==> config.mk <==
export PLATFORM = sky130hd
export DESIGN_NAME = output_signature_compactor
export DESIGN_NICKNAME = d
export VERILOG_FILES = /design/src/rtl/sv_compactor_pkg.sv /design/src/rtl/signature_serializer.sv /design/src/rtl/output_signature_compactor.sv
export SDC_FILE = /design/constraint.sdc
export NUM_CORES = 1
export LEC_CHECK = 0
export ABC_AREA = 1
export BUFFER_PORTS_ARGS = -buffer_cell sky130_fd_sc_hd__buf_2
export CAP_MARGIN = 20
export CORE_MARGIN = 3
export CORE_UTILIZATION = 56
export CTS_BUF_LIST = sky130_fd_sc_hd__clkbuf_16
export CTS_CLUSTER_DIAMETER = 80
export DETAILED_ROUTE_END_ITERATION = 8
export PLACE_DENSITY_LB_ADDON = 0.15
export SETUP_SLACK_MARGIN = 0.3
export SLEW_MARGIN = 20
export SYNTH_ARGS = -nofsm -noshare
export SYNTH_HDL_FRONTEND = slang
export SYNTH_SLANG_ARGS = --single-unit
export TNS_END_PERCENT = 30
==> constraint.sdc <==
create_clock -name clk -period 1.7 [get_ports clk]
set_input_delay 0.34 -clock clk [delete_from_list [all_inputs] [get_ports clk]]
set_output_delay 0.34 -clock clk [all_outputs]
set_load 0.05 [all_outputs]
==> src/rtl/sv_compactor_pkg.sv <==
// Shared types, default constants and the bus-folding helper for the
// output signature compactor.
package sv_compactor_pkg;

    typedef enum logic {
        IDLE,
        SHIFT
    } ser_state_t;

    localparam logic [31:0] DEFAULT_POLY = 32'h04C11DB7;
    localparam logic [31:0] DEFAULT_SEED = 32'h00000001;

    // Upper bounds for fold_xor; callers zero-extend into these widths.
    localparam int FOLD_MAX_IN   = 1024;
    localparam int FOLD_MAX_SIG  = 256;
    localparam int FOLD_IN_IDX_W = $clog2(FOLD_MAX_IN);
    localparam int FOLD_SIG_IDX_W = $clog2(FOLD_MAX_SIG);

    // Bit i of data lands in bit (i mod sig_width) of the result, which is the
    // XOR of all zero-padded sig_width-wide chunks.
    function automatic logic [FOLD_MAX_SIG-1:0] fold_xor(
        input logic [FOLD_MAX_IN-1:0] data,
        input int                     in_width,
        input int                     sig_width
    );
        logic [FOLD_MAX_SIG-1:0]   acc;
        logic [FOLD_SIG_IDX_W-1:0] pos;
        acc = '0;
        pos = '0;
        for (int i = 0; i < FOLD_MAX_IN; i++) begin
            if (i < in_width) begin
                acc[pos] = acc[pos] ^ data[i[FOLD_IN_IDX_W-1:0]];
            end
            pos = (int'(pos) == sig_width - 1) ? '0 : pos + FOLD_SIG_IDX_W'(1);
        end
        return acc;
    endfunction

endpackage

==> src/rtl/signature_serializer.sv <==
// Shifts a captured signature out MSB first on a single pin; snapshots that
// arrive while a frame is in progress are dropped and flagged as overrun.
module signature_serializer
    import sv_compactor_pkg::*;
#(
    parameter int SIG_WIDTH = 32
) (
    input  logic                 clk,
    input  logic                 reset,
    input  logic                 snap_i,
    input  logic [SIG_WIDTH-1:0] data_i,
    output logic                 sig_out_o,
    output logic                 sig_frame_o,
    output logic                 overrun_o
);

    localparam int              BC_W     = $clog2(SIG_WIDTH);
    localparam logic [BC_W-1:0] LAST_BIT = BC_W'(SIG_WIDTH - 1);

    ser_state_t           state_q, state_d;
    logic [SIG_WIDTH-1:0] shift_q, shift_d;
    logic [BC_W-1:0]      bit_cnt_q, bit_cnt_d;
    logic                 overrun_q, overrun_d;

    // NOTE: state registers use non-blocking assignments so every flop samples
    // the pre-edge value of its neighbours regardless of statement order.
    always_ff @(posedge clk or negedge reset) begin
        if (!reset) begin
            state_q   <= IDLE;
            shift_q   <= '0;
            bit_cnt_q <= '0;
            overrun_q <= 1'b0;
        end else begin
            state_q   <= state_d;
            shift_q   <= shift_d;
            bit_cnt_q <= bit_cnt_d;
            overrun_q <= overrun_d;
        end
    end

    // NOTE: every next-state signal gets its hold value first so no path
    // through the case statement can infer a latch.
    always_comb begin
        state_d   = state_q;
        shift_d   = shift_q;
        bit_cnt_d = bit_cnt_q;
        overrun_d = overrun_q;
        case (state_q)
            IDLE: begin
                if (snap_i) begin
                    shift_d   = data_i;
                    bit_cnt_d = LAST_BIT;
                    state_d   = SHIFT;
                end
            end
            SHIFT: begin
                shift_d = shift_q << 1;
                if (bit_cnt_q == '0) begin
                    state_d = IDLE;
                end else begin
                    bit_cnt_d = bit_cnt_q - BC_W'(1);
                end
                if (snap_i) begin
                    overrun_d = 1'b1;
                end
            end
        endcase
    end

    // Decoded from state so an asynchronous reset silences the pin at once.
    assign sig_frame_o = (state_q == SHIFT);
    assign sig_out_o   = sig_frame_o & shift_q[SIG_WIDTH-1];
    assign overrun_o   = overrun_q;

endmodule

==> src/rtl/output_signature_compactor.sv <==
// Folds a wide result bus into a MISR, snapshots the signature once per
// window of valid beats and hands it to the serial output.
module output_signature_compactor
    import sv_compactor_pkg::*;
#(
    parameter int                   IN_WIDTH  = 64,
    parameter int                   SIG_WIDTH = 32,
    parameter logic [SIG_WIDTH-1:0] POLY      = SIG_WIDTH'(DEFAULT_POLY),
    parameter logic [SIG_WIDTH-1:0] SEED      = SIG_WIDTH'(DEFAULT_SEED),
    parameter int                   WINDOW    = 1024
) (
    input  logic                          clk,
    input  logic                          reset,
    input  logic [IN_WIDTH-1:0]           in_data,
    input  logic                          in_valid,
    output logic [SIG_WIDTH-1:0]          sig_parallel,
    output logic                          sig_valid,
    output logic                          sig_out,
    output logic                          sig_frame,
    output logic                          overrun,
    output logic [$clog2(WINDOW+1)-1:0]   window_count
);

    localparam int               CNT_W     = $clog2(WINDOW + 1);
    localparam logic [CNT_W-1:0] LAST_BEAT = CNT_W'(WINDOW - 1);

    logic [SIG_WIDTH-1:0] folded;
    logic [SIG_WIDTH-1:0] misr_step;
    logic                 snapshot;

    logic [SIG_WIDTH-1:0] misr_q, misr_d;
    logic [SIG_WIDTH-1:0] sig_parallel_q, sig_parallel_d;
    logic                 sig_valid_q, sig_valid_d;
    logic [CNT_W-1:0]     window_count_q, window_count_d;

    assign folded    = SIG_WIDTH'(fold_xor(FOLD_MAX_IN'(in_data), IN_WIDTH, SIG_WIDTH));
    assign misr_step = {misr_q[SIG_WIDTH-2:0], 1'b0}
                     ^ (misr_q[SIG_WIDTH-1] ? POLY : '0)
                     ^ folded;
    assign snapshot  = in_valid && (window_count_q == LAST_BEAT);

    always_ff @(posedge clk or negedge reset) begin
        if (!reset) begin
            misr_q         <= SEED;
            sig_parallel_q <= '0;
            sig_valid_q    <= 1'b0;
            window_count_q <= '0;
        end else begin
            misr_q         <= misr_d;
            sig_parallel_q <= sig_parallel_d;
            sig_valid_q    <= sig_valid_d;
            window_count_q <= window_count_d;
        end
    end

    // The closing beat is folded into the snapshot, then the MISR restarts.
    always_comb begin
        misr_d         = misr_q;
        sig_parallel_d = sig_parallel_q;
        sig_valid_d    = 1'b0;
        window_count_d = window_count_q;
        if (in_valid) begin
            if (snapshot) begin
                misr_d         = SEED;
                sig_parallel_d = misr_step;
                sig_valid_d    = 1'b1;
                window_count_d = '0;
            end else begin
                misr_d         = misr_step;
                window_count_d = window_count_q + CNT_W'(1);
            end
        end
    end

    signature_serializer #(
        .SIG_WIDTH (SIG_WIDTH)
    ) u_serializer (
        .clk         (clk),
        .reset       (reset),
        .snap_i      (snapshot),
        .data_i      (misr_step),
        .sig_out_o   (sig_out),
        .sig_frame_o (sig_frame),
        .overrun_o   (overrun)
    );

    assign sig_parallel = sig_parallel_q;
    assign sig_valid    = sig_valid_q;
    assign window_count = window_count_q;

endmodule

==> results of run 1 <==
worst max-delay path by stage:
stage,from,to,slack (ns),cells after the start
detailed placement,window_count[0]$_DFFE_PN0P_,sig_parallel[17]$_DFFE_PN0P_,0.11,8
global route,window_count[1]$_DFFE_PN0P_,u_serializer.shift_q[7]$_DFFE_PN0P_,0.06,9
floorplan,window_count[0]$_DFFE_PN0P_,sig_parallel[17]$_DFFE_PN0P_,0.18,9
global placement,window_count[0]$_DFFE_PN0P_,window_count[9]$_DFFE_PN0P_,0.17,8
CTS,u_serializer.sig_frame_o$_DFF_PN0_,sig_out,0.14,3
finish,window_count[1]$_DFFE_PN0P_,u_serializer.shift_q[7]$_DFFE_PN0P_,0.14,9
cell type report:
class,count,area (sq um)
inverter,73,290.3
sequential,115,2893
fill,689,2399
clock inverter,15,126.4
tap,136,170.2
multi-input combinational,593,3093
timing repair buffer,151,1112
clock buffer,17,425.4
flip-flops by register name (all words and copies together) (netlist names):
register and cells:
misr_q 32, sig_parallel 32, u_serializer.shift_q 32, window_count 11, u_serializer.bit_cnt_q 5, sig_valid 1, u_serializer.overrun_o 1, u_serializer.sig_frame_o 1
synthesized netlist by cell type, drive strengths merged:
master	n
nand2	361
or2	6
buf	27
clkbuf	7
ha	2
nor2	18
o21bai	2
nand4	1
dfstp	1
xnor2	27
a21oi	3
xor2	31
a21boi	1
nand3	123
inv	73
dfrtp	114
nand3b	1
o21ai	17
worst min-delay path: stages:
cell and delay (ns):
buf_2 0.10, xor2_1 0.06, nand2_1 0.05, nand2_1 0.09, nand2_1 0.07, nand2_1 0.04
per-layer routing:
metal	routed length [microns]	vias up	global-route usage, %
met5	0	-	0
met4	612	0	11.33
met3	1097	54	5.295
met2	9028	266	46.44
met1	6591	2816	32.32
li1	-	2794	-
metrics by stage:
step,hold WS [ns],std cells
final,0.3865,1100
after global routing,0.4255,1100
after CTS,0.3359,1091
after detailed placement,0.2891,1049
after global placement,0.2901,1049
after floorplan,0.04441,815
kinds of logic (layout without fill, tap and decap cells):
logic type | after synthesis | count (layout)
DFF | 115 | 115
xor gates and xnor gates | 58 | 58
AOI/OAI and AO/OA | 23 | 23
adders and majority gates | 2 | 2
and+or+nand+nor | 510 | 510
buffers and inverters | 107 | 256
what timing repair did:
action                                 in CTS  in global routing
hold buffers                                1                  0
resized for setup                          29                 68
endpoints found under the hold margin      23                  0
pin swaps                                  22                  3
setup endpoints to repair                  92                117
cloned                                      3                  4
buffers inserted                            6                  5
power breakdown:
part / switching, mW / internal [mW] / leakage, nW / total [mW]
logic: 1.34 / 0.680 / 2.73 / 2.02
registers: 0.296 / 3.03 / 1.35 / 3.33
clock network: 1.24 / 2.11 / 0.285 / 3.35
total: 2.87 / 5.82 / 4.36 / 8.69
==> insert_results.sql, run 1 <==
INSERT INTO impl_metrics (metric_group, metric, value, unit) VALUES
('detailed_routing', 'route.final.wire_length', '17330', 'microns'),
('sta', 'final.min_clock_period', '1.558', 'ns'),
('sta', 'rsz0062_at_grt', 'true', ''),
('cts', 'cts_made_buffers', '17', ''),
('die', 'die_width', '111.0', 'microns'),
('sta', 'fmaxAchievable', '0.6417', 'GHz'),
('grt', 'global_route_congestion_overflow_total', '0', ''),
('grt', 'grt_antenna_before_repair', '0', ''),
('finish', 'areaGrowthSynthToFinish', '31.35', '%'),
('finish', 'postLayoutCoreUtil', '77.18', '%'),
('die', 'placementRows', '37', ''),
('worst_setup_path', 'timing.critical_path.cells', 'ha_4 -> nand2_4 -> nor2_4 -> nand3_4 -> nor2_4 -> buf_12 -> clkbuf_16 -> nand2_2 -> nand3_2', ''),
('logic_synthesis', 'postSynthCellCount', '815', ''),
('place', 'pre_cts_ws', '0.1110', 'ns'),
('grt', 'total_routing_usage_reported_by_global_routing', '26.72', '%'),
('die', 'core', '0.01051', 'sq mm'),
('worst_setup_path', 'crit_path_max_incr_delay', '0.40', 'ns'),
('detailed_routing', 'drtPass1Iterations', '7', ''),
('worst_setup_path', 'worst_ep_required_time', '2.05', 'ns'),
('sta', 'setup_tns', '0', 'ns'),
('worst_setup_path', 'reg2reg_setup_slack', '0.14', 'ns'),
('die', 'die_extent_in_y', '111.0', 'microns'),
('logic_synthesis', 'synth.largest_area_cell', 'dfrtp_1', ''),
('worst_setup_path', 'reg2regPathDepth', '9', ''),
('sta', 'final-max-slew-violation-count', '0', ''),
('finish', 'mostFrequentLayoutCell', 'nand2_1', ''),
('worst_setup_path', 'critical_path.reg2reg.endpoint', 'u_serializer.shift_q[7]$_DFFE_PN0P_', ''),
('logic_synthesis', 'post_synth_xor_area_fraction', '8.227', '%'),
('sta', 'finalHoldViolations', '0', ''),
('logic_synthesis', 'synth-seq-area-share', '46.63', '%'),
('die', 'io-pin-count', '114', ''),
('worst_hold_path', 'min_delay_worst_endpoint', 'sig_parallel[5]$_DFFE_PN0P_', ''),
('detailed_routing', 'dr.first_iter.drc_count', '376', ''),
('worst_setup_path', 'worstSetupStartpointType', 'flop', ''),
('power_and_ir_drop', 'cellLeakagePower', '4.362', 'nW'),
('power_and_ir_drop', 'worst_ir_drop_vdd', '0.0007103', 'V'),
('worst_hold_path', 'holdPathStages', '6', ''),
('place', 'place.port_buffers', '113', ''),
('worst_setup_path', 'worst_path_bufs_invs', '2', ''),
('sta', 'finalWorstSetupSlack', '0.1418', 'ns'),
('power_and_ir_drop', 'power-per-cell-area', '1072', 'mW/mm^2'),
('place', 'dp_hpwl', '10190', 'microns'),
('worst_setup_path', 'crit_path_frequent_cell', 'nor2_4', ''),
('grt', 'global_route_wire_length_before_repair', '27070', 'microns'),
('sta', 'worst_clock_skew', '0.006495', 'ns'),
('worst_hold_path', 'hold_path_startpoint', 'in_data[5]', ''),
('detailed_routing', 'drcViolationCount', '0', ''),
('sta', 'slew_headroom', '73.12', '%'),
('logic_synthesis', 'synth_compound_gate_area_share', '1.986', '%'),
('grt', 'grt_start_max_net_pins', '37', ''),
('grt', 'number_of_global_route_vias_before_repair', '5813', ''),
('status', 'outcome', 'finished clean', ''),
('logic_synthesis', 'synth.area.top_cells', 'dfrtp_1 (46%), nand2_1 (22%), nand3_1 (9.8%), xor2_1 (4.4%), inv_1 (4.3%)', ''),
('worst_setup_path', 'cpLargestDelayFamily', 'simple AND/OR/NAND/NOR gates', ''),
('logic_synthesis', 'synth.yosys.warnings', '0', ''),
('detailed_routing', 'routed-via-count', '5930', ''),
('finish', 'post-route-cell-area', '0.008110', 'sq mm'),
('worst_setup_path', 'critical_path.reg2reg.startpoint', 'window_count[1]$_DFFE_PN0P_', ''),
('worst_setup_path', 'timing_worst_setup_path_type', 'reg -> reg', ''),
('worst_setup_path', 'worstPathMaxFanout', '6', ''),
('finish', 'antenna_cells_inserted', '0', ''),
('detailed_routing', 'wl_per_cell', '15.75', 'microns'),
('worst_setup_path', 'arrival', '1.91', 'ns'),
('cts', 'cts_root_buf', 'clkbuf_16', ''),
('logic_synthesis', 'main_combinational_cell_family_by_area_after_synthesis', 'simple AND/OR/NAND/NOR gates', ''),
('logic_synthesis', 'post_synth.cell_area_avg', '7.576', 'sq um'),
('place', 'dpl_cell_area', '0.006934', 'sq mm'),
('worst_setup_path', 'cpMaxStageDelayCell', 'dfrtp_2', ''),
('worst_hold_path', 'timing.hold.worst.class', 'in -> reg', ''),
('cts', 'tritoncts', 'yes', ''),
('sta', 'finalSetupViolCount', '0', '');
Power figures use the tool's default switching activity.
==> run 2, diff against run 1 <==
--- a/config.mk
+++ b/config.mk
@@ -9,7 +9,7 @@
 export BUFFER_PORTS_ARGS = -buffer_cell sky130_fd_sc_hd__buf_2
 export CAP_MARGIN = 20
 export CORE_MARGIN = 3
-export CORE_UTILIZATION = 56
+export CORE_UTILIZATION = 60
 export CTS_BUF_LIST = sky130_fd_sc_hd__clkbuf_16
 export CTS_CLUSTER_DIAMETER = 80
 export DETAILED_ROUTE_END_ITERATION = 8
==> constraint.sdc (replaced) <==
create_clock -name clk -period 1.8 [get_ports clk]
set_input_delay 0.36 -clock clk [delete_from_list [all_inputs] [get_ports clk]]
set_output_delay 0.36 -clock clk [all_outputs]
set_load 0.05 [all_outputs]
==> run 2 against run 1 <==
  * Flip-flop and latch count is the same
  * Global-route usage grew 0.36 points
  * Highest routed layer unchanged
  * Worst hold slack lost 0.064 ns
  * Final area shrank 5.9%
==> insert_results.sql, run 2 (synthesis results as in run 1) <==
INSERT INTO impl_metrics (metric_group, metric, value, unit) VALUES
('power_and_ir_drop', 'cellLeakagePower', '4.190', 'nW'),
('die', 'die_extent_in_y', '107.4', 'microns'),
('cts', 'cts_made_buffers', '17', ''),
('finish', 'most-common-layout-cells', 'nand2_1 (355), nand3_1 (121), buf_2 (111)', ''),
('sta', 'final.min_clock_period', '1.523', 'ns'),
('sta', 'hold_ws', '0.3220', 'ns'),
('finish', 'seqCellArea', '0.002893', 'sq mm'),
('power_and_ir_drop', 'switching_share', '32.03', '%'),
('detailed_routing', 'route.final.wire_length', '15450', 'microns'),
('detailed_routing', 'routed-via-count', '5733', ''),
('detailed_routing', 'vias_per_cell', '5.264', ''),
('grt', 'total_routing_usage_reported_by_global_routing', '27.08', '%'),
('power_and_ir_drop', 'total_switching_power', '2.588', 'mW'),
('die', 'placementRows', '36', ''),
('grt', 'number_of_global_route_vias_before_repair', '5562', ''),
('worst_setup_path', 'arrival', '1.16', 'ns'),
('worst_setup_path', 'crit_path_max_incr_delay', '0.43', 'ns'),
('finish', 'multiInputGateArea', '0.002843', 'sq mm'),
('sta', 'rsz0062_at_grt', 'true', ''),
('cts', 'tritoncts', 'yes', ''),
('grt', 'grt_antenna_before_repair', '0', ''),
('cts', 'insertion_delay', '0.41', 'ns'),
('die', 'floorplan.initialDensity', '62.31', '%'),
('worst_setup_path', 'worstPathMaxFanout', '3', ''),
('sta', 'slew_headroom', '52.12', '%'),
('power_and_ir_drop', 'power-per-cell-area', '1059', 'mW/mm^2'),
('sta', 'setup_tns', '0', 'ns'),
('grt', 'grt_start_max_net_pins', '61', ''),
('worst_setup_path', 'cpMaxStageDelayCell', 'dfrtp_2', ''),
('sta', 'worst-slew-pin-transition', '0.7174', 'ns'),
('cts', 'clk_transition_reported_paths', '0.05', 'ns'),
('power_and_ir_drop', 'proportion_of_power_drawn_by_flip_flops_and_latches', '38.8', '%'),
('place', 'place.port_buffers', '113', ''),
('die', 'core', '0.009910', 'sq mm'),
('grt', 'global_route_wire_length_before_repair', '25030', 'microns'),
('power_and_ir_drop', 'part_of_the_total_power_dissipated_in_the_clock_network', '38.9', '%'),
('cts', 'clk_path_buf_depth', '2', ''),
('place', 'dp_hpwl', '9940', 'microns'),
('finish', 'drive_gt1_share', '21.76', '%'),
('worst_setup_path', 'timing_worst_setup_path_type', 'reg -> out', ''),
('status', 'outcome', 'finished clean', ''),
('place', 'gpl.final_weighted_congestion', '0.8493', ''),
('detailed_routing', 'drtPass1Iterations', '5', ''),
('finish', 'areaGrowthSynthToFinish', '23.59', '%'),
('cts', 'h-tree-depth', '4', ''),
('detailed_routing', 'ant_nets', '0', ''),
('worst_setup_path', 'timing.critical_path.cells', 'nand2_2 -> clkinvlp_4 -> buf_4', ''),
('worst_setup_path', 'timing.critical_path.to_type', 'primary output', ''),
('grt', 'global_route_congestion_overflow_total', '0', ''),
('worst_hold_path', 'timing.hold.worst.class', 'in -> async', ''),
('detailed_routing', 'wl_per_cell', '14.19', 'microns'),
('die', 'io-pin-count', '114', ''),
('sta', 'fmaxAchievable', '0.6566', 'GHz'),
('power_and_ir_drop', 'p_comb_share', '22.3', '%'),
('finish', 'nFillCells', '737', ''),
('detailed_routing', 'dr.first_iter.drc_count', '404', ''),
('finish', 'antenna_cells_inserted', '0', ''),
('detailed_routing', 'drcViolationCount', '0', ''),
('worst_setup_path', 'worstSetupStartpointType', 'flop', ''),
('die', 'die_width', '107.4', 'microns'),
('cts', 'cts_root_buf', 'clkbuf_16', ''),
('sta', 'finalHoldViolations', '0', ''),
('flow_run', 'max_cap_viol_count', '0', ''),
('sta', 'final-max-slew-violation-count', '0', ''),
('sta', 'worst_clock_skew', '0.01517', 'ns'),
('sta', 'post-route-period-util', '84.61', '%'),
('finish', 'final_net_count', '1012', ''),
('sta', 'finalSetupViolCount', '0', ''),
('die', 'die_area', '0.01154', 'sq mm'),
('cts', 'clock-sinks', '115', ''),
('finish', 'mostFrequentLayoutCell', 'nand2_1', ''),
('power_and_ir_drop', 'internal-power', '5.491', 'mW'),
('power_and_ir_drop', 'worst_ir_drop_vdd', '0.0006654', 'V'),
('worst_setup_path', 'worst_ep_required_time', '1.44', 'ns');
==> run 2: worst paths after layout <==
kind,start,depth (start not counted),end,slack (ns)
max,u_serializer.sig_frame_o$_DFF_PN0_,3,sig_out,0.28
min,reset,2,window_count[10]$_DFFE_PN0P_,0.32
max reg2reg,window_count[1]$_DFFE_PN0P_,8,u_serializer.shift_q[31]$_DFFE_PN0P_,0.30
min reg2reg,sig_parallel[26]$_DFFE_PN0P_,2,sig_parallel[26]$_DFFE_PN0P_,0.47
max in group asynchronous,reset,3,u_serializer.shift_q[26]$_DFFE_PN0P_,0.94
min in group clk,in_valid,4,window_count[2]$_DFFE_PN0P_,0.39
==> run 2: repair_timing <==
item	in CTS	in global routing
endpoints found under the setup margin	102	86
hold endpoints to repair	5	0
pin swaps	0	3
setup buffers	1	14
cloned	0	1
gates resized for setup	4	13
hold buffers	1	0
==> run 2: power groups by stage <==
stage,clock network (mW),logic [mW],registers [mW]
2_1_floorplan,0,1.06,3.34
3_3_place_gp,0,1.70,3.15
3_5_place_dp,0,1.76,3.17
4_1_cts,3.16,1.79,3.13
5_1_grt,3.31,2.02,3.17
6_report,3.14,1.80,3.14
==> run 2: cell type report <==
type	instances	share of cell area (%)
Clock buffer	17	5.575
Clock inverter	15	1.656
Inverter	73	3.788
Multi-Input combinational cell	593	37.25
Sequential cell	115	37.91
Tap cell	133	2.181
Timing Repair Buffer	143	11.64
==> run 2: critical path, delay by kind of cell, from the launching register on <==
kind	cells	cell delay, ns
buffers and inverters	2	0.25
DFF	1	0.43
and+or+nand+nor	1	0.09
==> run 2: through the flow <==
stage,power (mW),setup WS (ns),instance area (sq um),util [%],std cells
global placement,4.852,0.2447,6873,69.36,1040
floorplan,4.398,0.2764,6225,-,815
global route,8.500,0.2027,7631,77.01,1089
finish,8.078,0.2771,7631,77.01,1089
detailed placement,4.927,0.1946,6873,69.36,1040
CTS,8.083,0.2204,7460,75.28,1074
==> run 2: metal layers <==
layer  GRT usage [%]  wire length [microns]
met3           5.639                    761
met2           47.90                   8042
met4           9.197                    193
met5               0                      0
met1           32.92                   6452
